`config.mk`:
```
export PLATFORM = sky130hd
export DESIGN_NAME = uart_mmio_ctrl
export DESIGN_NICKNAME = d
export VERILOG_FILES = /design/src/rtl/uart_mmio_pkg.sv /design/src/rtl/uart_mmio_ctrl_sync_fifo.sv /design/src/rtl/uart_mmio_ctrl.sv
export SDC_FILE = /design/constraint.sdc
export NUM_CORES = 1
export LEC_CHECK = 0
export CORE_MARGIN = 4
export CORE_UTILIZATION = 30
export CTS_BUF_LIST = sky130_fd_sc_hd__clkbuf_4 sky130_fd_sc_hd__clkbuf_8
export DETAILED_ROUTE_END_ITERATION = 16
export GPL_ROUTABILITY_DRIVEN = 0
export PLACE_DENSITY_LB_ADDON = 0.1
export SYNTH_ARGS = -nofsm -noshare
export SYNTH_HDL_FRONTEND = slang
export SYNTH_SLANG_ARGS = --single-unit
```
`constraint.sdc`:
```
create_clock -name clk -period 5.1 [get_ports clk]
set_input_delay 1.02 -clock clk [delete_from_list [all_inputs] [get_ports clk]]
set_output_delay 1.02 -clock clk [all_outputs]
set_load 0.02 [all_outputs]
```
`src/rtl/uart_mmio_pkg.sv`:
```
`default_nettype none
// ============================================================================
// Module      : uart_mmio_pkg
// Description : Address map and STATUS/CTRL bit positions shared by the
//               CPU-to-UART memory-mapped controller.
// Revision    : 1.0 - initial release
// ============================================================================
package uart_mmio_pkg;

    // The I/O window is selected by the top address nibble alone.
    localparam logic [3:0] c_base_nibble = 4'h8;

    // Register select, taken from addr[3:2].
    localparam logic [1:0] c_reg_status = 2'd0;
    localparam logic [1:0] c_reg_rxdata = 2'd1;
    localparam logic [1:0] c_reg_txdata = 2'd2;
    localparam logic [1:0] c_reg_ctrl   = 2'd3;

    // STATUS word bit positions.
    localparam int c_stat_tx_not_full  = 0;
    localparam int c_stat_rx_not_empty = 1;
    localparam int c_stat_rx_overrun   = 2;
    localparam int c_stat_tx_overflow  = 3;
    localparam int c_stat_tx_empty     = 4;

    // CTRL bit that flushes both FIFOs.
    localparam int c_ctrl_flush_bit = 0;

endpackage
`default_nettype wire

```
`src/rtl/uart_mmio_ctrl_sync_fifo.sv`:
```
`default_nettype none
// ============================================================================
// Module      : sync_fifo
// Description : Single-clock FIFO with registered count; full/empty derive
//               from the count so a push into a full FIFO is refused even
//               when a pop happens in the same cycle.
// Revision    : 1.0 - initial release
// ============================================================================
module sync_fifo #(
    parameter int WIDTH = 8,
    parameter int DEPTH = 8
) (
    input  logic                     clk,
    input  logic                     rst,
    input  logic                     flush,
    input  logic                     push,
    input  logic                     pop,
    input  logic [WIDTH-1:0]         din,
    output logic [WIDTH-1:0]         head,
    output logic                     full,
    output logic                     empty,
    output logic [$clog2(DEPTH):0]   count
);

    localparam int                   c_aw         = $clog2(DEPTH);
    localparam logic [c_aw:0]        c_full_count = (c_aw + 1)'(DEPTH);

    logic [WIDTH-1:0] r_mem [DEPTH];
    logic [c_aw-1:0]  r_wptr;
    logic [c_aw-1:0]  r_rptr;
    logic [c_aw:0]    r_count;
    logic             w_push_ok;
    logic             w_pop_ok;

    assign full      = (r_count == c_full_count);
    assign empty     = (r_count == '0);
    assign count     = r_count;
    assign head      = r_mem[r_rptr];
    assign w_push_ok = push && !full;
    assign w_pop_ok  = pop && !empty;

    // Pointer and count bookkeeping; flush behaves exactly like reset.
    always_ff @(posedge clk) begin
        if (rst || flush) begin
            r_wptr  <= '0;
            r_rptr  <= '0;
            r_count <= '0;
        end else begin
            if (w_push_ok) r_wptr <= r_wptr + 1'b1;
            if (w_pop_ok)  r_rptr <= r_rptr + 1'b1;
            case ({w_push_ok, w_pop_ok})
                2'b10:   r_count <= r_count + 1'b1;
                2'b01:   r_count <= r_count - 1'b1;
                default: r_count <= r_count;
            endcase
        end
    end

    // Storage array; contents are don't-care until the count covers them.
    always_ff @(posedge clk) begin
        if (w_push_ok) r_mem[r_wptr] <= din;
    end

endmodule
`default_nettype wire

```
`src/rtl/uart_mmio_ctrl.sv`:
```
`default_nettype none
// ============================================================================
// Module      : uart_mmio_ctrl
// Description : CPU data-port window onto the UART. Decodes 0x8xxx_xxxx,
//               buffers bytes in RX/TX FIFOs, keeps sticky error flags and
//               returns a registered load result.
// Revision    : 1.0 - initial release
// ============================================================================
module uart_mmio_ctrl
    import uart_mmio_pkg::*;
#(
    parameter int RX_DEPTH = 8,
    parameter int TX_DEPTH = 8
) (
    input  logic        clk,
    input  logic        rst,
    input  logic [31:0] addr,
    input  logic [31:0] wdata,
    input  logic        we,
    input  logic        re,
    output logic [31:0] rdata,
    output logic [7:0]  uart_tx_data,
    output logic        uart_tx_valid,
    input  logic        uart_tx_ready,
    input  logic [7:0]  uart_rx_data,
    input  logic        uart_rx_valid,
    output logic        uart_rx_ready
);

    logic                      w_sel;
    logic [1:0]                w_reg;
    logic                      w_rd_rxdata;
    logic                      w_wr_txdata;
    logic                      w_wr_ctrl;
    logic                      w_flush;
    logic                      w_rx_push;
    logic                      w_tx_pop;
    logic [7:0]                w_rx_head;
    logic                      w_rx_full;
    logic                      w_rx_empty;
    logic                      w_tx_full;
    logic                      w_tx_empty;
    logic [$clog2(RX_DEPTH):0] w_rx_count;
    logic [$clog2(TX_DEPTH):0] w_tx_count;
    logic [31:0]               w_status;
    logic                      w_unused;
    logic                      r_rx_overrun;
    logic                      r_tx_overflow;
    logic [31:0]               r_rdata;

    assign w_sel       = (addr[31:28] == c_base_nibble);
    assign w_reg       = addr[3:2];
    assign w_rd_rxdata = re && w_sel && (w_reg == c_reg_rxdata);
    assign w_wr_txdata = we && w_sel && (w_reg == c_reg_txdata);
    assign w_wr_ctrl   = we && w_sel && (w_reg == c_reg_ctrl);
    assign w_flush     = w_wr_ctrl && wdata[c_ctrl_flush_bit];

    // Ready is held low during reset so the UART never hands over a byte
    // that reset would immediately discard.
    assign uart_rx_ready = !w_rx_full && !rst;
    assign w_rx_push     = uart_rx_valid && uart_rx_ready;
    assign uart_tx_valid = !w_tx_empty;
    assign w_tx_pop      = uart_tx_valid && uart_tx_ready;
    assign rdata         = r_rdata;

    // Address bits outside the decode and the counts are intentionally unused.
    assign w_unused = ^{addr[27:4], addr[1:0], wdata[31:8], w_rx_count, w_tx_count};

    sync_fifo #(.WIDTH(8), .DEPTH(RX_DEPTH)) u_rx_fifo (
        .clk   (clk),
        .rst   (rst),
        .flush (w_flush),
        .push  (w_rx_push),
        .pop   (w_rd_rxdata),
        .din   (uart_rx_data),
        .head  (w_rx_head),
        .full  (w_rx_full),
        .empty (w_rx_empty),
        .count (w_rx_count)
    );

    sync_fifo #(.WIDTH(8), .DEPTH(TX_DEPTH)) u_tx_fifo (
        .clk   (clk),
        .rst   (rst),
        .flush (w_flush),
        .push  (w_wr_txdata),
        .pop   (w_tx_pop),
        .din   (wdata[7:0]),
        .head  (uart_tx_data),
        .full  (w_tx_full),
        .empty (w_tx_empty),
        .count (w_tx_count)
    );

    // STATUS snapshot built from registered state, i.e. before this cycle's events.
    always_comb begin
        w_status                      = '0;
        w_status[c_stat_tx_not_full]  = !w_tx_full;
        w_status[c_stat_rx_not_empty] = !w_rx_empty;
        w_status[c_stat_rx_overrun]   = r_rx_overrun;
        w_status[c_stat_tx_overflow]  = r_tx_overflow;
        w_status[c_stat_tx_empty]     = w_tx_empty;
    end

    // Sticky error flags: a same-cycle set wins over a CTRL clear.
    always_ff @(posedge clk) begin
        if (rst) begin
            r_rx_overrun  <= 1'b0;
            r_tx_overflow <= 1'b0;
        end else begin
            if (uart_rx_valid && w_rx_full) r_rx_overrun <= 1'b1;
            else if (w_wr_ctrl)             r_rx_overrun <= 1'b0;
            if (w_wr_txdata && w_tx_full)   r_tx_overflow <= 1'b1;
            else if (w_wr_ctrl)             r_tx_overflow <= 1'b0;
        end
    end

    // Load result register: updated only on re, holds otherwise.
    always_ff @(posedge clk) begin
        if (rst) begin
            r_rdata <= '0;
        end else if (re) begin
            if (!w_sel) begin
                r_rdata <= '0;
            end else begin
                case (w_reg)
                    c_reg_status: r_rdata <= w_status;
                    c_reg_rxdata: r_rdata <= w_rx_empty ? 32'd0 : {24'd0, w_rx_head};
                    default:      r_rdata <= '0;
                endcase
            end
        end
    end

endmodule
`default_nettype wire

```
**After elaboration in Yosys (flattened, before gate mapping)**

Memory sizes are Yosys's and may differ from the RTL's. A register that Yosys moved wholly into a read port is not among the register bits.
Index checks and enable logic that the tools add are counted.

- $mul: 0
- Reduce and logical (&&, ||, !) cells: 28
- Bitwise gates (word level): 0
- Divide/modulo/power cells: 0
- Shift-type cells: 0
- Equality and inequality tests: 10
- Magnitude comparators: 0
- Add/sub/neg operators: 8
- Mux-type cells: 16

Operators by type and width:

| kind | number |
|---|---|
| 8-bit 2-to-1 mux | 2 |
| 4-bit one-hot mux with 2 select lines | 2 |
| 8-bit one-hot mux with 2 select lines | 1 |
| 1-bit logical AND | 15 |
| 3-bit by 1-bit adder with 3-bit output, second input constant | 4 |
| 4-bit equality test, second input constant | 3 |
| 3-bit 2-to-1 mux | 4 |
| 4-bit by 1-bit adder with 4-bit output, second input constant | 2 |
| 2-bit equality test, second input constant | 4 |
| 4-bit zero test | 2 |
| 2-bit nonzero test | 4 |
| 4-bit by 1-bit subtractor with 4-bit output, second input constant | 2 |
| 1-bit 2-to-1 mux | 7 |
| 2-bit by 1-bit equality test with 1-bit output, second input constant | 3 |
| 1-bit zero test | 5 |
| 2-bit zero test | 1 |
| 1-bit logical OR | 1 |

- Bits of input ports: 78
- Bits in latches: 0
- Memories kept: 2
- Bits in writable memories: 128
- Word-level logic and storage cells: 73
- Output and inout bits: 42
- Bits in read-only memories: 0
- Register bits: 54

Memories:

| memory | words | bits a word | rd ports | clocked after memory_dff | wr ports | RTL line | source |
|---|---|---|---|---|---|---|---|
| u_rx_fifo.r_mem | 8 | 8 | 1 | 1 | 1 | uart_mmio_ctrl_sync_fifo.sv:28 | `logic [WIDTH-1:0] r_mem [DEPTH];` |
| u_tx_fifo.r_mem | 8 | 8 | 1 | 1 | 1 | uart_mmio_ctrl_sync_fifo.sv:28 |  |

**Depth between registers and ports, before layout**

- Word-level depth: 7
- Depth in mapped cells: 12

**Modules after synthesis**

A second synthesis with hierarchy kept.

- Cell total of the unflattened synthesis: 427
- Area, all modules: 7040.5 µm²

By module, submodules not included:

| module | sequential area each (µm²) | cells an instance | area an instance (µm²) | times used |
|---|---|---|---|---|
| sync_fifo at u_tx_fifo | 2182.1 | 170 | 3170.5 | 1 |
| sync_fifo at u_rx_fifo | 2182.1 | 170 | 3166.8 | 1 |
| uart_mmio_ctrl | 200.2 | 87 | 703.2 | 1 |

**Worst setup path after synthesis**

Ideal clock, no wire load.

- Path kind: input -> register
- Start: input port addr[30]
- End: register u_tx_fifo.r_count[2], in the netlist u_tx_fifo.count[2]
- Setup slack: 1.741 ns
- Data required time: 5.030 ns
- Stages on the path: 10
- Arrival time: 3.289 ns
- Library setup time: 0.070 ns
- Cells stage by stage: or4b_4 nor4_4 inv_1 ha_1 xor2_1 ha_1 a21oi_1 xor2_1 or3_1 a21oi_1

- Cells in the longest elaborated chain, start to end: 6
- Elaborated cells on any way between the ends: 11

Ends and longest elaborated chain:

| what | RTL line | source |
|---|---|---|
| start: declaration | uart_mmio_ctrl.sv:17 | `input logic [31:0] addr,` |
| 4-bit equality test (*) | uart_mmio_ctrl.sv:51 | `assign w_sel = (addr[31:28] == c_base_nibble);` |
| 1-bit logical AND (*) | uart_mmio_ctrl.sv:54, uart_mmio_ctrl.sv:55 |  |
| 1-bit logical AND | uart_mmio_ctrl.sv:54 | `assign w_wr_txdata = we && w_sel && (w_reg == c_reg_txdata);` |
| 1-bit logical AND | uart_mmio_ctrl_sync_fifo.sv:39 | `assign w_push_ok = push && !full;` |
| 2-bit by 1-bit equality test with 1-bit output or 2-bit equality test (tied branches) | uart_mmio_ctrl_sync_fifo.sv:51 | `case ({w_push_ok, w_pop_ok})` |
| 4-bit one-hot mux with 2 select lines or 2-bit nonzero test (tied branches) | - |  |
| end signal: assignment | uart_mmio_ctrl_sync_fifo.sv:52 | `2'b10: r_count <= r_count + 1'b1;` |
| end signal: assignment | uart_mmio_ctrl_sync_fifo.sv:53 | `2'b01: r_count <= r_count - 1'b1;` |
| end signal: assignment | uart_mmio_ctrl_sync_fifo.sv:54 | `default: r_count <= r_count;` |
| end: declaration | uart_mmio_ctrl_sync_fifo.sv:31 | `logic [c_aw:0] r_count;` |

Mark *: on every way between the ends. The rest lies on a longest branch, timed or not.
A chain may end at the register's enable or synchronous reset.

==> summary.txt <==
Yosys
  • Warnings from Yosys: 0
  • Post-synth EDFFs: 128
  • Syn avg cell area: 16.3 µm²
  • Synthesized cell area: 0.00673 mm²
  • Register bit total from synthesis: 164
  • Sequential element share of the synthesized area: 0.678
  • Post-synth top flop: edfxtp_1
  • Area leader, netlist: edfxtp_1
  • Ys async rst share: 0
  • Yosys cell types: 43
  • Top post-synthesis cells by area: edfxtp_1 57%, dfxtp_1 11%, mux4_2 11%
  • Yosys top cell area share: 0.571
  • Cells after Synth: 413

Worst setup path
  • CP cell instances: mux4_2 -> mux2_2 -> clkdlybuf4s50_1
  • Reg2reg start: u_rx_fifo.count[0]$_SDFFE_PP0P_
  • Worst R2R Path Depth: 10
  • Largest stage delay, worst path: 0.89 ns
  • WP buf/inv: 1
  • Crit Path Category: register to output pin
  • CP Capture Type: output pin
  • Data required, critical path: 4.08 ns
  • CP top delay family: flip-flops
  • Crit path max fanout: 16
  • Worst setup SP type: register
  • R2R setup slack: 2.29 ns
  • CP arrival: 2.59 ns
  • Slowest cell on crit path: dfxtp_1
  • Critical R2R Capture: u_rx_fifo.count[2]$_SDFFE_PP0P_

Power and ir drop
  • Leakage: 2.61 nW
  • Worst vdd ir: 0.000167 V
  • Pwr/cell area: 317 mW/mm²
  • Total power: 2.51 mW

Job
  • Number of max-cap violations: 0

Finish
  • Finished Core Util: 0.361
  • Antenna Cells: 0
  • Final nets: 564
  • Final Cell Area: 0.00792 mm²
  • Area Growth Syn to Fin: 17.7%
  • Layout cells sized above 1: 0.200

Timing
  • RSZ-0062 raised after global routing: no
  • Post-Route Skew: 0.0204 ns
  • Fmax: 0.277 GHz
  • Rel. slew slack: 0.373
  • Worst slew pin tran: 0.935 ns
  • Tcrit/Tclk final: 0.707
  • Endpoints failing hold: 0
  • Post-Route Setup TNS: 0 ns
  • Minimum clock period: 3.61 ns
  • Pins over their slew limit: 0
  • Final setup viols: 0

Clocking
  • TritonCTS clock tree: done
  • Htree depth: 4
  • Worst-path clk slew: 0.09 ns
  • Clk_lat worst skew: 0.45 ns
  • Root buf cell: clkbuf_8
  • Clock sinks: 164
  • CTS Hold Buffers Added: 0
  • CTS resizes: 0
  • CTS max path bufs: 2
  • Post-CTS setup buffer count: 0
  • Number of CTS-inserted buffers: 17

GRT
  • Global-route wire length before repair: 21300 µm
  • Initial antenna violation count: 0
  • Total congestion overflow: 0
  • Vias in the first global route: 3684
  • Tot GR Track Use: 0.116
  • Largest net degree at the start of global routing: 20

Hold path
  • Hold path depth: 1
  • Worst Hold Path EP: rdata[5]$_SDFFE_PP0P_
  • Hold path start: rdata[5]$_SDFFE_PP0P_
  • HP Class: register to register

Drt
  • Drc violations: 0
  • Vias per cell: 4.63
  • Wire per inst: 18.0 µm
  • Remaining antenna violation count after routing: 0
  • DRT iter0 DRCs: 229
  • Drt pass-1 iters: 4
  • Routed WL: 13900 µm
  • Vias: 3563

Floorplan
  • Core ar.: 0.0220 mm²
  • Io pins: 120
  • Die width: 158 µm
  • FP Rows: 54
  • Die height: 158 µm
  • Die ar.: 0.0249 mm²
  • Initial Util: 0.307

Place
  • Port bufs: 45
  • Dpl hpwl: 9120 µm
  • Dpl cell area: 0.00751 mm²

Status
  • Status: finished, final reports clean
## per-layer routing
metal,routed length (µm),vias to the layer above,track usage
met2,7160,64,0.201
met4,148,0,0.0336
met1,6130,1819,0.144
li1,-,1670,-
met5,0,-,0
met3,442,10,0.0295
## metrics by stage
step,std cells,hold WS (ns),setup WS [ns]
after floorplan,436,0.445,1.74
after global placement,737,0.469,1.06
after detailed placement,737,0.463,1.02
after CTS,769,0.489,1.39
after global routing,769,0.505,1.31
final,769,0.486,1.49
## final cells by class
class	instances	area, µm²
well taps	280	350
clock buffers	17	234
inverters	9	33.8
clock inverters	15	184
fillers	2074	14000
multi-input cells	222	1980
flip-flops and latches	164	4560
repair buffers	62	578
## cells by family after synthesis
logic type	Yosys count	share of synthesized area
adder cells (fa/ha/maj)	10	0.0186
other	1	0.000557
buffers and inverters	50	0.0425
flip-flops	164	0.678
multiplexers	51	0.137
XOR/XNOR	11	0.0143
AO/OA/AOI/OAI	32	0.0323
AND/OR/NAND/NOR	94	0.0766
## synthesized netlist by cell type (all sizes together), types with 6 or more instances
| cell | instances |
|---|---|
| a21oi | 9 |
| buf | 32 |
| clkbuf | 9 |
| dfxtp | 36 |
| edfxtp | 128 |
| ha | 10 |
| inv | 9 |
| mux2 | 11 |
| mux2i | 8 |
| mux4 | 32 |
| nand2 | 15 |
| nand2b | 8 |
| nand3 | 6 |
| nor2 | 30 |
| nor3 | 11 |
| o21ai | 8 |
| xor2 | 9 |
## placed cells by master, fill, tap and decap left out, types with 5 or more instances in the layout
| cell | Yosys | routed |
|---|---|---|
| o21ai_0 | 8 | 8 |
| inv_1 | 9 | 9 |
| nand2b_1 | 8 | 8 |
| xor2_1 | 9 | 9 |
| ha_1 | 10 | 10 |
| a21oi_1 | 9 | 9 |
| clkdlybuf4s50_1 | 0 | 45 |
| edfxtp_1 | 128 | 128 |
| mux2_2 | 11 | 11 |
| nand3_1 | 6 | 6 |
| dfxtp_1 | 36 | 36 |
| clkbuf_8 | 0 | 17 |
| inv_6 | 0 | 5 |
| conb_1 | 1 | 24 |
| nor3_1 | 11 | 9 |
| buf_4 | 24 | 17 |
| nor2_1 | 30 | 30 |
| nand2_1 | 15 | 15 |
| mux4_2 | 32 | 32 |
| mux2i_1 | 8 | 8 |
## worst max-delay path by stage
stage	start	to	slack (ns)	depth (start not counted)
floorplan	addr[30]	u_tx_fifo.count[2]$_SDFFE_PP0P_	1.74	10
global placement	addr[30]	u_tx_fifo.count[2]$_SDFFE_PP0P_	1.06	11
detailed placement	addr[30]	u_tx_fifo.count[2]$_SDFFE_PP0P_	1.02	11
CTS	register	uart_tx_data[7]	1.39	3
global route	rst	u_rx_fifo.count[2]$_SDFFE_PP0P_	1.31	10
finish	register	uart_tx_data[7]	1.49	3
## registers in the layout, indices dropped and copies added, names as in the netlist, named ones only
name,flops
r_rx_overrun,1
r_tx_overflow,1
rdata,8
u_rx_fifo.count,4
u_rx_fifo.r_mem,64
u_rx_fifo.r_rptr,3
u_rx_fifo.r_wptr,3
u_tx_fifo.count,4
u_tx_fifo.r_mem,64
u_tx_fifo.r_rptr,3
u_tx_fifo.r_wptr,3
## where the power goes
group          total, mW  leakage, nW  internal (mW)  switching [mW]
registers           1.45         1.44           1.44         0.00462
clock network      0.967        0.208          0.420           0.547
logic             0.0951        0.955         0.0363          0.0587
No activity file was read; power rests on OpenSTA's default activity.
